$ cat config.mk
export PLATFORM = sky130hd
export DESIGN_NAME = collision_scanner_flat
export DESIGN_NICKNAME = d
export VERILOG_FILES = /design/src/rtl/flappy_pkg.sv /design/src/rtl/collision_scanner_if.sv /design/src/rtl/collision_scanner_box_hit.sv /design/src/rtl/collision_scanner.sv /design/src/flat_wrapper.sv
export SDC_FILE = /design/constraint.sdc
export NUM_CORES = 1
export LEC_CHECK = 0
export BUFFER_PORTS_ARGS = -buffer_cell sky130_fd_sc_hd__buf_2
export CAP_MARGIN = 20
export CORE_MARGIN = 2
export CORE_UTILIZATION = 25
export DETAILED_ROUTE_END_ITERATION = 8
export GPL_ROUTABILITY_DRIVEN = 0
export PLACE_DENSITY = 0.44
export SKIP_CTS_REPAIR_TIMING = 1
export SYNTH_ARGS = -nofsm -noshare
export SYNTH_HDL_FRONTEND = slang
export SYNTH_SLANG_ARGS = --single-unit
$ cat constraint.sdc
create_clock -name clk_i -period 6.6 [get_ports clk_i]
set_input_delay 0.33 -clock clk_i [delete_from_list [all_inputs] [get_ports clk_i]]
set_output_delay 0.33 -clock clk_i [all_outputs]
set_load 0.02 [all_outputs]
$ cat src/rtl/flappy_pkg.sv
// rtl/flappy_pkg.sv - shared geometry constants, FSM state type and hit code helper
package flappy_pkg;

    localparam int NUM_COLS_DEF = 6;
    localparam int COORD_W      = 10;
    localparam int BIRD_SIZE    = 16;
    localparam int COL_W        = 40;
    localparam int GAP_H        = 120;
    localparam int GROUND_Y     = 440;

    typedef enum logic [1:0] {
        ST_IDLE = 2'd0,
        ST_SCAN = 2'd1,
        ST_DONE = 2'd2
    } scan_state_t;

    // A ground hit is reported as one past the last column index.
    function automatic int ground_code(input int num_cols);
        return num_cols;
    endfunction

endpackage

$ cat src/rtl/collision_scanner_if.sv
// rtl/collision_scanner_if.sv - frame strobe, snapshot inputs and sticky collision outputs
interface collision_scanner_if #(
    parameter int NUM_COLS = flappy_pkg::NUM_COLS_DEF,
    parameter int COORD_W  = flappy_pkg::COORD_W
);
    localparam int HC_W = $clog2(NUM_COLS + 1);

    logic                         start;
    logic                         arm;
    logic                         clear;
    logic [COORD_W-1:0]           bird_x;
    logic [COORD_W-1:0]           bird_y;
    logic [NUM_COLS*COORD_W-1:0]  col_x;
    logic [NUM_COLS*COORD_W-1:0]  col_gap_y;
    logic [NUM_COLS-1:0]          col_valid;
    logic                         busy;
    logic                         done;
    logic                         collided;
    logic                         collision_pulse;
    logic [HC_W-1:0]              hit_col;

    modport master (
        output start, arm, clear, bird_x, bird_y, col_x, col_gap_y, col_valid,
        input  busy, done, collided, collision_pulse, hit_col
    );

    modport slave (
        input  start, arm, clear, bird_x, bird_y, col_x, col_gap_y, col_valid,
        output busy, done, collided, collision_pulse, hit_col
    );

endinterface

$ cat src/rtl/collision_scanner_box_hit.sv
// rtl/collision_scanner_box_hit.sv - single-column bounding-box versus gap test
module box_hit #(
    parameter int COORD_W   = flappy_pkg::COORD_W,
    parameter int BIRD_SIZE = flappy_pkg::BIRD_SIZE,
    parameter int COL_W     = flappy_pkg::COL_W,
    parameter int GAP_H     = flappy_pkg::GAP_H
) (
    input  logic [COORD_W-1:0] bird_x_i,
    input  logic [COORD_W-1:0] bird_y_i,
    input  logic [COORD_W-1:0] col_x_i,
    input  logic [COORD_W-1:0] gap_y_i,
    input  logic               valid_i,
    output logic               hit_o
);
    localparam int W1 = COORD_W + 1;

    // One extra bit keeps right/bottom edges from wrapping near the screen edge.
    logic [W1-1:0] bird_l, bird_r, bird_t, bird_b;
    logic [W1-1:0] col_l, col_r, gap_t, gap_b;
    logic          x_overlap, y_outside;

    assign bird_l = {1'b0, bird_x_i};
    assign bird_r = bird_l + W1'(BIRD_SIZE - 1);
    assign bird_t = {1'b0, bird_y_i};
    assign bird_b = bird_t + W1'(BIRD_SIZE - 1);
    assign col_l  = {1'b0, col_x_i};
    assign col_r  = col_l + W1'(COL_W - 1);
    assign gap_t  = {1'b0, gap_y_i};
    assign gap_b  = gap_t + W1'(GAP_H - 1);

    assign x_overlap = (bird_l <= col_r) && (col_l <= bird_r);
    assign y_outside = (bird_t < gap_t) || (bird_b > gap_b);
    assign hit_o     = valid_i && x_overlap && y_outside;

endmodule

$ cat src/rtl/collision_scanner.sv
// rtl/collision_scanner.sv - per-frame sequential column scan with sticky first-hit record
module collision_scanner
    import flappy_pkg::*;
#(
    parameter int NUM_COLS  = NUM_COLS_DEF,
    parameter int COORD_W   = flappy_pkg::COORD_W,
    parameter int BIRD_SIZE = flappy_pkg::BIRD_SIZE,
    parameter int COL_W     = flappy_pkg::COL_W,
    parameter int GAP_H     = flappy_pkg::GAP_H,
    parameter int GROUND_Y  = flappy_pkg::GROUND_Y
) (
    input logic                clk_i,
    input logic                rst_i,
    collision_scanner_if.slave bus
);
    localparam int HC_W        = $clog2(NUM_COLS + 1);
    localparam int IDX_W       = (NUM_COLS > 1) ? $clog2(NUM_COLS) : 1;
    localparam int W1          = COORD_W + 1;
    localparam int GROUND_CODE = ground_code(NUM_COLS);

    scan_state_t         state_q;
    logic [IDX_W-1:0]    idx_q;
    logic [COORD_W-1:0]  bird_x_q, bird_y_q;
    logic [COORD_W-1:0]  col_x_q   [NUM_COLS];
    logic [COORD_W-1:0]  col_gap_q [NUM_COLS];
    logic [NUM_COLS-1:0] col_valid_q;
    logic                arm_q;
    logic                found_q, ground_q;
    logic [IDX_W-1:0]    found_idx_q;
    logic                busy_q, done_q, collided_q, pulse_q;
    logic [HC_W-1:0]     hit_col_q;

    logic                col_hit_d, ground_d, scan_hit_d;
    logic [HC_W-1:0]     scan_code_d;

    box_hit #(
        .COORD_W  (COORD_W),
        .BIRD_SIZE(BIRD_SIZE),
        .COL_W    (COL_W),
        .GAP_H    (GAP_H)
    ) u_box_hit (
        .bird_x_i(bird_x_q),
        .bird_y_i(bird_y_q),
        .col_x_i (col_x_q[idx_q]),
        .gap_y_i (col_gap_q[idx_q]),
        .valid_i (col_valid_q[idx_q]),
        .hit_o   (col_hit_d)
    );

    assign ground_d    = ({1'b0, bird_y_q} + W1'(BIRD_SIZE - 1)) >= W1'(GROUND_Y);
    assign scan_hit_d  = found_q || ground_q;
    assign scan_code_d = found_q ? HC_W'(found_idx_q) : HC_W'(GROUND_CODE);

    always_ff @(posedge clk_i or posedge rst_i) begin
        if (rst_i) begin
            state_q     <= ST_IDLE;
            idx_q       <= '0;
            bird_x_q    <= '0;
            bird_y_q    <= '0;
            col_valid_q <= '0;
            arm_q       <= 1'b0;
            found_q     <= 1'b0;
            ground_q    <= 1'b0;
            found_idx_q <= '0;
            busy_q      <= 1'b0;
            done_q      <= 1'b0;
            collided_q  <= 1'b0;
            pulse_q     <= 1'b0;
            hit_col_q   <= '0;
            for (int i = 0; i < NUM_COLS; i++) begin
                col_x_q[i]   <= '0;
                col_gap_q[i] <= '0;
            end
        end else begin
            done_q  <= 1'b0;
            pulse_q <= 1'b0;
            case (state_q)
                ST_IDLE: begin
                    if (bus.start) begin
                        bird_x_q    <= bus.bird_x;
                        bird_y_q    <= bus.bird_y;
                        col_valid_q <= bus.col_valid;
                        arm_q       <= bus.arm;
                        for (int i = 0; i < NUM_COLS; i++) begin
                            col_x_q[i]   <= bus.col_x[i*COORD_W +: COORD_W];
                            col_gap_q[i] <= bus.col_gap_y[i*COORD_W +: COORD_W];
                        end
                        idx_q    <= '0;
                        found_q  <= 1'b0;
                        ground_q <= 1'b0;
                        busy_q   <= 1'b1;
                        state_q  <= ST_SCAN;
                    end
                end
                ST_SCAN: begin
                    if (idx_q == '0) ground_q <= ground_d;
                    // Only the first (lowest-index) hitting column is recorded.
                    if (col_hit_d && !found_q) begin
                        found_q     <= 1'b1;
                        found_idx_q <= idx_q;
                    end
                    if (idx_q == IDX_W'(NUM_COLS - 1)) state_q <= ST_DONE;
                    else                               idx_q   <= idx_q + 1'b1;
                end
                ST_DONE: begin
                    busy_q  <= 1'b0;
                    done_q  <= 1'b1;
                    state_q <= ST_IDLE;
                    if (scan_hit_d && arm_q && !collided_q && !bus.clear) begin
                        collided_q <= 1'b1;
                        hit_col_q  <= scan_code_d;
                        pulse_q    <= 1'b1;
                    end
                end
                default: state_q <= ST_IDLE;
            endcase
            // Clear wins over a same-cycle set but leaves a running scan alone.
            if (bus.clear) begin
                collided_q <= 1'b0;
                hit_col_q  <= '0;
            end
        end
    end

    assign bus.busy            = busy_q;
    assign bus.done            = done_q;
    assign bus.collided        = collided_q;
    assign bus.collision_pulse = pulse_q;
    assign bus.hit_col         = hit_col_q;

endmodule
$ cat src/flat_wrapper.sv
// flat-port wrapper written by rule: the top's interface ports become plain ports
module collision_scanner_flat import flappy_pkg::*;
#(
    parameter int NUM_COLS  = NUM_COLS_DEF,
    parameter int COORD_W   = flappy_pkg::COORD_W,
    parameter int BIRD_SIZE = flappy_pkg::BIRD_SIZE,
    parameter int COL_W     = flappy_pkg::COL_W,
    parameter int GAP_H     = flappy_pkg::GAP_H,
    parameter int GROUND_Y  = flappy_pkg::GROUND_Y
)
  (clk_i, rst_i, bus_start, bus_arm, bus_clear, bus_bird_x, bus_bird_y, bus_col_x, bus_col_gap_y, bus_col_valid, bus_busy, bus_done, bus_collided, bus_collision_pulse, bus_hit_col);
  collision_scanner_if #(.NUM_COLS(NUM_COLS), .COORD_W(COORD_W)) bus_i ();
  input logic clk_i;
  input logic rst_i;
  input wire logic [$bits(bus_i.start)-1:0] bus_start;
  input wire logic [$bits(bus_i.arm)-1:0] bus_arm;
  input wire logic [$bits(bus_i.clear)-1:0] bus_clear;
  input wire logic [$bits(bus_i.bird_x)-1:0] bus_bird_x;
  input wire logic [$bits(bus_i.bird_y)-1:0] bus_bird_y;
  input wire logic [$bits(bus_i.col_x)-1:0] bus_col_x;
  input wire logic [$bits(bus_i.col_gap_y)-1:0] bus_col_gap_y;
  input wire logic [$bits(bus_i.col_valid)-1:0] bus_col_valid;
  output wire logic [$bits(bus_i.busy)-1:0] bus_busy;
  output wire logic [$bits(bus_i.done)-1:0] bus_done;
  output wire logic [$bits(bus_i.collided)-1:0] bus_collided;
  output wire logic [$bits(bus_i.collision_pulse)-1:0] bus_collision_pulse;
  output wire logic [$bits(bus_i.hit_col)-1:0] bus_hit_col;
  assign bus_i.start = bus_start;
  assign bus_i.arm = bus_arm;
  assign bus_i.clear = bus_clear;
  assign bus_i.bird_x = bus_bird_x;
  assign bus_i.bird_y = bus_bird_y;
  assign bus_i.col_x = bus_col_x;
  assign bus_i.col_gap_y = bus_col_gap_y;
  assign bus_i.col_valid = bus_col_valid;
  assign bus_busy = bus_i.busy;
  assign bus_done = bus_i.done;
  assign bus_collided = bus_i.collided;
  assign bus_collision_pulse = bus_i.collision_pulse;
  assign bus_hit_col = bus_i.hit_col;
  collision_scanner #(.NUM_COLS(NUM_COLS), .COORD_W(COORD_W), .BIRD_SIZE(BIRD_SIZE), .COL_W(COL_W), .GAP_H(GAP_H), .GROUND_Y(GROUND_Y)) u_core (.clk_i(clk_i), .rst_i(rst_i), .bus(bus_i));
endmodule
==> impl_results.md <==
- Leak: 4.78 nW
- Clock sinks: 164
- Fill cells: 3613
- Reg clk slew, reported paths: 0.07 ns
- Initial DRC count: 334
- 1st-pass router iterations: 4
- Post-synth EDFFs: 0
- Max-slew violations: 0
- Worst EP required: 6.93 ns
- Die H: 192 um
- RSZ-0062 raised after global routing: no
- Pin count of the biggest net entering global routing: 128
- Gr ovfl total: 0
- Vias in the first global route: 6126
- Die Area: 37000 um2
- Worst setup path class: reg2reg
- Fmax: 208 MHz
- Worst hold slack: 0.0898 ns
- Crit path time final: 4.81 ns
- Syn_nets: 905
- Clock root buffer: clkbuf_16
- Fin util: 0.307
- Status: complete, no violations
- Die Wd: 192 um
- Worst slew pin tran: 0.975 ns
- Register area: 4110 um2
- Total negative slack: 0 ns
- Cts bufs inserted: 17
- Deepest level of the CTS H-tree: 4
- Post-layout nets: 1055
- Initial antenna violation count: 0
- Critical Path Source Type: register
- ANT nets after route: 0
- Post-synthesis sequential area ratio: 0.463
- Total Wirelength: 23.7 mm
- Critical Path Start: u_core.idx_q[1]
- First-pass GRT wire length: 36.8 mm
- Share of post-route cells with drive strength above 1: 0.437
- Post-synthesis async set-or-reset flop share: 1.00
- Area growth syn-to-layout: 20.1%
- # DRC: 0
- Starting Density: 0.255
- Clock latency at the later pin of the worst-skew pair: 0.44 ns
- Detailed placement HPWL: 17.4 mm
- Post-synth top flop: dfrtp_1
- Clock skew: 0.0133 ns
- Cell count after synthesis: 707
- Crit path max fanout: 17
- FF-to-FF Start: u_core.idx_q[1]
- Slew headroom: 0.350
- Min-delay worst type: in2async
- Critical Path AT: 5.14 ns
- Synthesized cell area: 8870 um2
- Avg WL per Cell: 17.9 um
- TritonCTS clock tree: yes
- Endpoints failing hold: 0
- Mean Syn Cell Area: 12.5 um2
- CP Capture Type: register
- Via count: 5952
- Routed vias/inst: 4.49
- Input/output buffers: 157
- Setup violators final: 0
- Core area: 34700 um2
- Yosys cell types: 64
- Max-cap violations: 0
- Final instance area: 10700 um2
- Syn. warnings: 0
- Cell Pwr Density: 585 nW/um2
- Std-Cell Rows: 68
- Gr usage total: 0.134
- Clock Path Buffers: 2
- Period utilisation layout: 0.729
- Io pins: 158
- Area of the multi-input gates: 4470 um2
- Seq cells post-synth: 164
- DP Area: 10100 um2
- VDD IR-drop max: 253 uV
- Number of diodes: 0
area by class of cell:
class	count	share of cell area
Clock buffer	19	0.0416
Clock inverter	13	0.0112
Inverter	27	0.00998
Multi-Input combinational cell	484	0.419
Sequential cell	164	0.385
Tap cell	455	0.0534
Timing Repair Buffer	163	0.0789
per-stage QoR:
step	instances	setup slack (ns)	total power [mW]
2_1_floorplan	707	1.84	4.45
3_3_place_gp	1292	1.89	5.28
3_5_place_dp	1292	1.78	5.29
4_1_cts	1324	1.75	6.31
5_1_grt	1325	1.30	6.84
6_report	1325	1.79	6.23
placed cells by master, fill, tap and decap left out, types with 10 or more instances in the layout:
master / count
mux2_2: 154
clkbuf_16: 17
xor2_1: 10
ha_1: 47
o21ai_0: 19
xnor2_1: 21
mux2i_1: 24
nand2_1: 31
nor2_1: 36
a21oi_1: 25
nand3_1: 10
mux4_2: 15
buf_2: 157
inv_1: 26
dfrtp_1: 162
registers in the layout, indices dropped and copies added, names as in the netlist:
register                    flops
u_core.arm_q                    1
u_core.bird_x_q                10
u_core.bird_y_q                10
u_core.bus.busy                 1
u_core.bus.collided             1
u_core.bus.collision_pulse      1
u_core.bus.done                 1
u_core.bus.hit_col              3
u_core.col_gap_q               60
u_core.col_valid_q              6
u_core.col_x_q                 60
u_core.found_idx_q              3
u_core.found_q                  1
u_core.ground_q                 1
u_core.idx_q                    3
u_core.state_q                  2
critical path, cell delays in order (launching register included):
cell and delay, ns:
dfrtp_2 0.66, buf_4 0.39, mux4_2 0.55, a21oi_1 0.32, ha_1 0.21, inv_1 0.07
o211ai_1 0.18, o21a_1 0.22, nand2_1 0.09, xnor2_1 0.14, ha_1 0.31, a211o_1 0.13
o211ai_1 0.08, a21oi_1 0.17, a2111oi_0 0.09, or2_2 0.34, a221oi_4 0.39, mux2_4 0.33
final timing paths:
kind                                          to  slack, ns  cells after the start
min in group clk_i           u_core.bus.collided       0.10                      2
max in group asynchronous        u_core.idx_q[1]       4.98                      3
min                           u_core.col_x_q[33]       0.09                      2
max reg2reg                u_core.found_idx_q[0]       1.79                     17
max                        u_core.found_idx_q[0]       1.79                     17
min reg2reg                      u_core.bus.busy       0.49                      2
metal layers:
layer,vias up,wire length [um],track usage
li1,2885,-,-
met1,2943,12100,0.197
met2,114,10500,0.198
met3,10,937,0.0318
met4,0,186,0.0291
met5,-,0,0
kinds of logic after synthesis:
family,after synthesis,synth area share
xor+xnor,31,0.0306
mux,197,0.271
flops,164,0.463
simple gates,122,0.0683
compound gates,87,0.0672
fa+ha+maj,47,0.0663
buf+inv,59,0.0334
Yosys cell counts (2+ instances only):
| cell type | count | share of area |
|---|---|---|
| a2111oi_0 | 3 | 0.0030 |
| a211o_1 | 2 | 0.0020 |
| a211oi_1 | 2 | 0.0017 |
| a21o_1 | 2 | 0.0017 |
| a21oi_1 | 25 | 0.014 |
| a22o_1 | 2 | 0.0020 |
| a311oi_1 | 4 | 0.0040 |
| buf_4 | 2 | 0.0017 |
| buf_6 | 5 | 0.0063 |
| clkbuf_1 | 22 | 0.0093 |
| clkbuf_8 | 3 | 0.0047 |
| dfrtp_1 | 164 | 0.46 |
| ha_1 | 47 | 0.066 |
| inv_1 | 27 | 0.011 |
| mux2_2 | 154 | 0.20 |
| mux2i_1 | 24 | 0.027 |
| mux4_1 | 3 | 0.0089 |
| mux4_2 | 15 | 0.038 |
| nand2_1 | 31 | 0.013 |
| nand2b_1 | 8 | 0.0056 |
| nand3_1 | 10 | 0.0056 |
| nand4_1 | 7 | 0.0049 |
| nor2_1 | 36 | 0.015 |
| nor2b_1 | 5 | 0.0035 |
| nor3_1 | 6 | 0.0034 |
| nor3b_1 | 2 | 0.0017 |
| nor4b_1 | 2 | 0.0020 |
| o211ai_1 | 3 | 0.0025 |
| o21ai_0 | 19 | 0.011 |
| o21bai_1 | 3 | 0.0025 |
| o22ai_1 | 4 | 0.0028 |
| o41ai_1 | 2 | 0.0020 |
| or2_2 | 3 | 0.0021 |
| xnor2_1 | 21 | 0.021 |
| xor2_1 | 10 | 0.0099 |
report_power, final:
part           switching, mW  internal (mW)  total (mW)  leakage (nW)
Combinational           1.66           1.68        3.33          2.56
Sequential             0.421           1.50        1.92          1.96
Clock                  0.475          0.505       0.980         0.268
Power figures use the tool's default switching activity.
